<file path="config.mk">
export PLATFORM = sky130hd
export DESIGN_NAME = lake_lane_pipe
export DESIGN_NICKNAME = d
export VERILOG_FILES = /design/src/rtl/lake_lane_pkg.sv /design/src/rtl/lake_lane_skid.sv /design/src/rtl/lake_lane_pipe.sv
export SDC_FILE = /design/constraint.sdc
export NUM_CORES = 1
export LEC_CHECK = 0
export ABC_AREA = 1
export CAP_MARGIN = 15
export CORE_MARGIN = 8
export CORE_UTILIZATION = 51
export CTS_BUF_LIST = sky130_fd_sc_hd__clkbuf_4 sky130_fd_sc_hd__clkbuf_8
export DETAILED_ROUTE_END_ITERATION = 8
export GPL_ROUTABILITY_DRIVEN = 0
export PLACE_DENSITY = 0.9
export SYNTH_ARGS = -nofsm -noshare
export SYNTH_HDL_FRONTEND = slang
export SYNTH_SLANG_ARGS = --single-unit
</file>
<file path="constraint.sdc">
create_clock -name clk -period 1.65 [get_ports clk]
set_input_delay 0.165 -clock clk [delete_from_list [all_inputs] [get_ports clk]]
set_output_delay 0.165 -clock clk [all_outputs]
set_load 0.01 [all_outputs]
</file>
<file path="src/rtl/lake_lane_pkg.sv">
// lake_lane_pkg: shared defaults and lane state encoding for the lake lane pipe
package lake_lane_pkg;
  localparam int DEF_NUM_LANES   = 2;
  localparam int DEF_DATA_WIDTH  = 16;
  localparam int DEF_COUNT_WIDTH = 8;
  typedef enum logic [1:0] {EMPTY, ONE, FULL} lane_state_t;
  function automatic lane_state_t lane_state(input logic main_v, input logic skid_v);
    return skid_v ? FULL : (main_v ? ONE : EMPTY);
  endfunction
endpackage

</file>
<file path="src/rtl/lake_lane_skid.sv">
// lake_lane_skid: one lane with 2-entry skid buffer, lane enable and saturating transfer counter
module lake_lane_skid
  import lake_lane_pkg::*;
#(
  parameter int DATA_WIDTH  = DEF_DATA_WIDTH,
  parameter int COUNT_WIDTH = DEF_COUNT_WIDTH
) (
  input  logic                   clk,
  input  logic                   rst,
  input  logic [DATA_WIDTH-1:0]  i_data,
  input  logic                   i_valid,
  output logic                   o_ready,
  output logic [DATA_WIDTH-1:0]  o_data,
  output logic                   o_valid,
  input  logic                   i_ready,
  input  logic                   i_en,
  input  logic                   i_clr,
  output logic [COUNT_WIDTH-1:0] o_count
);
  logic                   main_valid_q, main_valid_d, skid_valid_q, skid_valid_d;
  logic [DATA_WIDTH-1:0]  main_q, main_d, skid_q, skid_d;
  logic [COUNT_WIDTH-1:0] count_q, count_d;
  logic                   in_hs, out_hs, load_main, load_skid;
  lane_state_t            state;
  // A disabled lane sinks input and drops everything buffered at the next edge.
  always_comb begin
    o_ready      = !skid_valid_q || !i_en;
    in_hs        = i_valid && o_ready && i_en;
    out_hs       = main_valid_q && i_ready && i_en;
    load_main    = i_en && (skid_valid_q ? out_hs : in_hs && (!main_valid_q || out_hs));
    load_skid    = i_en && !skid_valid_q && main_valid_q && in_hs && !out_hs;
    main_valid_d = i_en && (skid_valid_q || in_hs || (main_valid_q && !out_hs));
    skid_valid_d = i_en && (skid_valid_q ? !out_hs : load_skid);
    main_d       = load_main ? (skid_valid_q ? skid_q : i_data) : main_q;
    skid_d       = load_skid ? i_data : skid_q;
    count_d      = i_clr ? '0 : (out_hs && count_q != '1) ? count_q + 1'b1 : count_q;
    state        = lane_state(main_valid_q, skid_valid_q);
  end
  always_ff @(posedge clk) begin
    if (rst) begin
      main_valid_q <= 1'b0;
      skid_valid_q <= 1'b0;
      main_q       <= '0;
      skid_q       <= '0;
      count_q      <= '0;
    end else begin
      main_valid_q <= main_valid_d;
      skid_valid_q <= skid_valid_d;
      main_q       <= main_d;
      skid_q       <= skid_d;
      count_q      <= count_d;
    end
  end
  always_ff @(posedge clk) if (!rst) assert (state != FULL || main_valid_q);
  assign o_data  = main_q;
  assign o_valid = main_valid_q;
  assign o_count = count_q;
endmodule

</file>
<file path="src/rtl/lake_lane_pipe.sv">
// lake_lane_pipe: NUM_LANES independent registered valid/ready lanes on packed buses
module lake_lane_pipe
  import lake_lane_pkg::*;
#(
  parameter int NUM_LANES   = DEF_NUM_LANES,
  parameter int DATA_WIDTH  = DEF_DATA_WIDTH,
  parameter int COUNT_WIDTH = DEF_COUNT_WIDTH
) (
  input  logic                             clk,
  input  logic                             rst,
  input  logic [NUM_LANES*DATA_WIDTH-1:0]  i_data_in,
  input  logic [NUM_LANES-1:0]             i_valid,
  output logic [NUM_LANES-1:0]             o_ready,
  output logic [NUM_LANES*DATA_WIDTH-1:0]  o_data_out,
  output logic [NUM_LANES-1:0]             o_valid,
  input  logic [NUM_LANES-1:0]             i_ready,
  input  logic [NUM_LANES-1:0]             i_lane_en,
  input  logic                             i_count_clr,
  output logic [NUM_LANES*COUNT_WIDTH-1:0] o_count
);
  for (genvar k = 0; k < NUM_LANES; k++) begin : g_lane
    lake_lane_skid #(
      .DATA_WIDTH (DATA_WIDTH),
      .COUNT_WIDTH(COUNT_WIDTH)
    ) u_lane (
      .clk    (clk),
      .rst    (rst),
      .i_data (i_data_in[k*DATA_WIDTH +: DATA_WIDTH]),
      .i_valid(i_valid[k]),
      .o_ready(o_ready[k]),
      .o_data (o_data_out[k*DATA_WIDTH +: DATA_WIDTH]),
      .o_valid(o_valid[k]),
      .i_ready(i_ready[k]),
      .i_en   (i_lane_en[k]),
      .i_clr  (i_count_clr),
      .o_count(o_count[k*COUNT_WIDTH +: COUNT_WIDTH])
    );
  end
endmodule

</file>
Word-level counts from Yosys, hierarchy flattened
Cells that the tools add are included.
Storage, ports and cells
  bits of input ports: 41
  register bits after elaboration: 84
  output and inout bits: 52
  word-level logic and storage cells: 65
Cells by class
  equal/unequal tests: 2
  reductions and logical operators: 45
  add/sub/neg operators: 2
  muxes and demuxes: 6
Operators by type and width (number)
  two-way mux 16 bit: 2
  logical AND 1 bit: 28
  adder 8 x 1 -> 8 bit, second input constant: 2
  inequality test 8 bit, second input constant: 2
  logical NOT 1 bit: 8
  logical OR 1 bit: 8
  two-way mux 1 bit: 4
  OR reduction 2 bit: 1

Logic depth before layout (Yosys ltp)
Gate-level depths: netlist of the first run.
  depth after elaboration: 8
  mapped depth: 9
  depth with buffers taken out: 8

By module
From an unflattened synthesis of the first run, not the netlist that was laid out.
Second synthesis, totals
  cell total of the unflattened synthesis: 548
  area, all modules: 3731.1 µm²
By module, submodules not included
  lake_lane_skid: area an instance 1865.5 µm², times used 2, seq. area each 840.8 µm², cells an instance 274

Worst setup path before layout of the first run
No wires, ideal clock.
  path kind: reg2reg
  start: register g_lane[0].u_lane.count_q[0]
  end: register g_lane[0].u_lane.count_q[7]
  clock period less this slack: 1.377 ns
  path slack: 0.273 ns
  data arrival time: 1.264 ns
  cell stages (with the launch flop): 9
  library setup time: 0.113 ns
  path buffers: 0
  required time: 1.537 ns
  cell sequence: dfxtp_1 -> ha_1 -> nand2_1 -> nor2_1 -> nand2_2 -> nand2_1 -> nor2_1 -> nor2_1 -> nor2_1
On the way
  cells in the longest elaborated chain, start to end: 2
  elaborated cells between the ends (all ways): 3
  classes of those cells: add/sub: 1; eq/ne: 1; reduce/logical: 1
RTL lines
  start, declared: RTL line lake_lane_skid.sv:22  | logic [COUNT_WIDTH-1:0] count_q, count_d;
  start signal, assigned: RTL line lake_lane_skid.sv:51  | count_q <= count_d;
  branches (longest 2 deep; another with adder 8 x 1 -> 8 bit)
Several ways; the timed one is not identified.
A chain may end at the register's enable or synchronous reset.

Worst setup path after layout of the first run
  start: register g_lane[0].u_lane.count_q[2]
  end: output port o_count[2]
RTL lines
  end, declared: RTL line lake_lane_pipe.sv:19  | output logic [NUM_LANES*COUNT_WIDTH-1:0] o_count
No word-level cell between the ends.

==> results of run 1 <==
through the flow:
step	setup WS [ns]	power, W
4_1_cts	0.00482	0.00420
6_report	0.101	0.00417
2_1_floorplan	0.273	0.00234
5_1_grt	0.0369	0.00433
3_5_place_dp	0.0277	0.00259
3_3_place_gp	0.0903	0.00258
synthesized netlist by cell type (9+ instances only):
library cell | n | area share (%)
sky130_fd_sc_hd__nor2_1 | 81 | 7.8
sky130_fd_sc_hd__a21oi_1 | 41 | 5.2
sky130_fd_sc_hd__clkbuf_1 | 9 | 0.86
sky130_fd_sc_hd__buf_2 | 11 | 1.4
sky130_fd_sc_hd__nor2_2 | 14 | 2.2
sky130_fd_sc_hd__nand2_1 | 111 | 11
sky130_fd_sc_hd__nand4_1 | 9 | 1.4
sky130_fd_sc_hd__o21ai_0 | 45 | 5.8
sky130_fd_sc_hd__o21ai_1 | 21 | 2.7
sky130_fd_sc_hd__nand2_2 | 9 | 1.4
sky130_fd_sc_hd__dfxtp_1 | 84 | 43
sky130_fd_sc_hd__nand3_1 | 45 | 5.8
sky130_fd_sc_hd__inv_1 | 49 | 4.7
flip-flops by register name, indices dropped and copies added (netlist names):
| register | flops |
|---|---|
| g_lane.u_lane.skid_q | 32 |
| g_lane.u_lane.o_data | 32 |
| g_lane.u_lane.o_valid | 2 |
| g_lane.u_lane.o_count | 16 |
| g_lane.u_lane.skid_valid_q | 2 |
cell families (layout without fill, tap and decap cells):
group,count (synthesis),in the layout
compound gates,108,108
xor+xnor,1,1
fa+ha+maj,2,2
buf+inv,84,176
flops,84,84
simple gates,280,280
cell type report:
class                      count  area share (%)
timing repair buffer         108            20.9
clock inverter                 7            1.92
tap                          102            2.48
clock buffer                   9            2.40
multi-input combinational    391            35.7
sequential                    84            32.7
inverter                      52            3.79
power by group through the flow:
stage,Clock [W],Combinational (W),Sequential (W)
floorplan,0,0.000176,0.00216
global placement,0,0.000427,0.00215
detailed placement,0,0.000436,0.00215
CTS,0.00166,0.000437,0.00211
global route,0.00174,0.000474,0.00211
finish,0.00163,0.000435,0.00211
timing repair:
item,in CTS,in global routing
hold buffers,0,0
endpoints found under the hold margin,0,0
resized for setup,1,5
setup endpoints to repair,1,10
metal layers:
layer | global-route usage [%] | wire (µm)
met1 | 21.0 | 4430
met2 | 33.2 | 5080
met3 | 4.28 | 602
met4 | 10.2 | 218
met5 | 0 | 0
worst paths after layout:
kind / to / cells after the start / slack, ns
hold / removal: g_lane[1].u_lane.skid_q[9] / 3 / 0.41
setup / recovery: o_count[2] / 1 / 0.10
setup reg to reg: g_lane[1].u_lane.o_count[7] / 8 / 0.19
hold reg to reg: g_lane[1].u_lane.o_data[11] / 2 / 0.48
==> impl_results.md, run 1 <==
- Antenna diodes: 0
- Detailed Route Iter0 Violations: 228
- Final setup viols: 0
- Final hold violation count: 0
- Fraction of power consumed by sequential logic: 50.5%
- Critical path's slowest cell: sky130_fd_sc_hd__clkdlybuf4s50_1
- Dominant delay contributor by cell family on the critical path: buffers and inverters
- Power Internal: 0.00316 W
- Final TNS setup: 0 ns
- Core occupancy in the finished layout: approximately two thirds
- Worst VDD drop: around 0.47 mV
- Die area: 0.0107 mm²
- Standard-cell rows: 32
- Register area: 0.00169 mm²
- Post-layout net count: 689
- Net switching power figure: 0.00101 W
- Area taken by multi-input logic gates: 0.00184 mm²
- Layout fillers: 603
- Dominant combinational cell family by area after synthesis: simple AND/OR/NAND/NOR gates
- Crit-path max cell delay: just under 0.6 ns
- Dominant register cell in the synthesized netlist: sky130_fd_sc_hd__dfxtp_1
- Crit-path cells: clkdlybuf4s50_1
- Finished Cell Area: 0.00515 mm²
- Remaining global-route overflow: 0
- Remaining max-slew budget at the tightest pin: roughly three quarters
- Synthesized netlist cell count: ~560
- HP Start: i_data_in[25]
- Outcome: completed
- Count of pins over their slew limit: 0
- Avg Inst Size Synth: 6.99 µm²
- Clk_lat worst skew: 0.36 ns
- Buffer levels on the longest clock path: 2
- Die X: 104 µm
- Critical Setup Path Class: reg2out
- Antenna violations before repair: 0
- Sw frac: between 20% and 30%
- Drt first pass iters: 4
- Root buffer cell: sky130_fd_sc_hd__clkbuf_8
- Clock tree from TritonCTS: done
- Instance count after placement with tap cells included: 737
- Start of the worst register-to-register path: g_lane[1].u_lane.o_count[0]
- Syn_nets: 602
- Number of flops mapped to enable cells by yosys: 0
- Share of async-settable or async-resettable flops after synthesis: 0%
- Largest net degree at the start of global routing: 34
- Die span in y: 104 µm
- Final worst clock skew: 0.0108 ns
- Global-route wire length before repair: approximately 17 mm
- Share of the cycle needed by the critical path after routing: 93.9%
- Multiplexer share of the synthesized area: 0%
- Logic pwr share: 10.4%
- Total core area: roughly 0.0076 mm²
- Register clock-pin slew on the reported worst setup and hold paths: 0.09 ns
- Share of power burned in the clock network: 39.1%
- Element type at the critical path start: flip-flop
- CTS buffer count: 9
- Maxcap violations: 0
- Total global routing track utilization: 19.0%
- Number of remaining DRC errors: 0
- Clock period minus final worst setup slack: 1.55 ns
- Most common cell after layout, fill and taps aside: sky130_fd_sc_hd__nand2_1
- Commonest cells after routing, fill and taps aside: 109 x sky130_fd_sc_hd__nand2_1, 92 x sky130_fd_sc_hd__clkdlybuf4s50_1, 81 x sky130_fd_sc_hd__nor2_1
- Unrepaired setup endpoints after global routing: no
- FMAX: 0.646 GHz
- Hold/Removal Path Class: in2reg
- Worst path bufs/invs: 1
- Post-Synth XOR/XNOR Area: 0.224%
- Worst setup startpoint: g_lane[0].u_lane.o_count[2]
- Register bit total from synthesis: 84
- Via count of the first global-routing pass: 3794
- Routed vias/inst: 5.22
- Final-layout worst hold slack: around 0.4 ns
- HPWL after detailed placement: 7.67 mm
- Fin cells: 753
- Post-Synth Simple-Gate Area: about 32%
- Crit. End Element: output pin
- Least-Margin Pin Slew: 0.365 ns
- Ratio of cells with drive above 1 in the final layout: 10.8%
- Post-CTS Setup Inserts: 0
- Area delta synth->final: 31.7%
- Clock Sinks: 84
- Placed instance area: 0.00492 mm²
- Endpoint required time on the critical path: about 1.5 ns
- Critical path peak fanout: 6
- Routed WL per cell: 13.7 µm
- Port buffer count: between 90 and 100
- Static Leak: 2.03 nW
- Ys Warns: 0
- Areal power density over the cells: ~810 mW/mm²
- Adder and majority cell fraction of the synthesized area: 0.640%
- Starting Density: 51.7%
- Distinct cell type count of the synthesized netlist: 25
- I/O pin count: 93
- Compound-cell area share of the yosys netlist: 13.9%
- Sequential fraction of the synthesis area: 43.0%
- Area of the mapped netlist: 0.00391 mm²
- Critical Path AT: roughly 1.4 ns
- Routed wire length: between 10 and 15 mm
- H-Tree Depth: 3
- Post-detailed-route count of antenna-violating nets: 0
- Overall via count from detail_route: about 3900
Power figures use the tool's default switching activity.
==> inputs of run 2 (changes only) <==
--- a/config.mk
+++ b/config.mk
@@ -10,6 +10,7 @@
 export CORE_MARGIN = 8
 export CORE_UTILIZATION = 51
 export CTS_BUF_LIST = sky130_fd_sc_hd__clkbuf_4 sky130_fd_sc_hd__clkbuf_8
+export CTS_CLUSTER_SIZE = 28
 export DETAILED_ROUTE_END_ITERATION = 8
 export GPL_ROUTABILITY_DRIVEN = 0
 export PLACE_DENSITY = 0.9
==> results of run 2 <==
No change in the layout: final DEF, timing and power equal those of run 1.
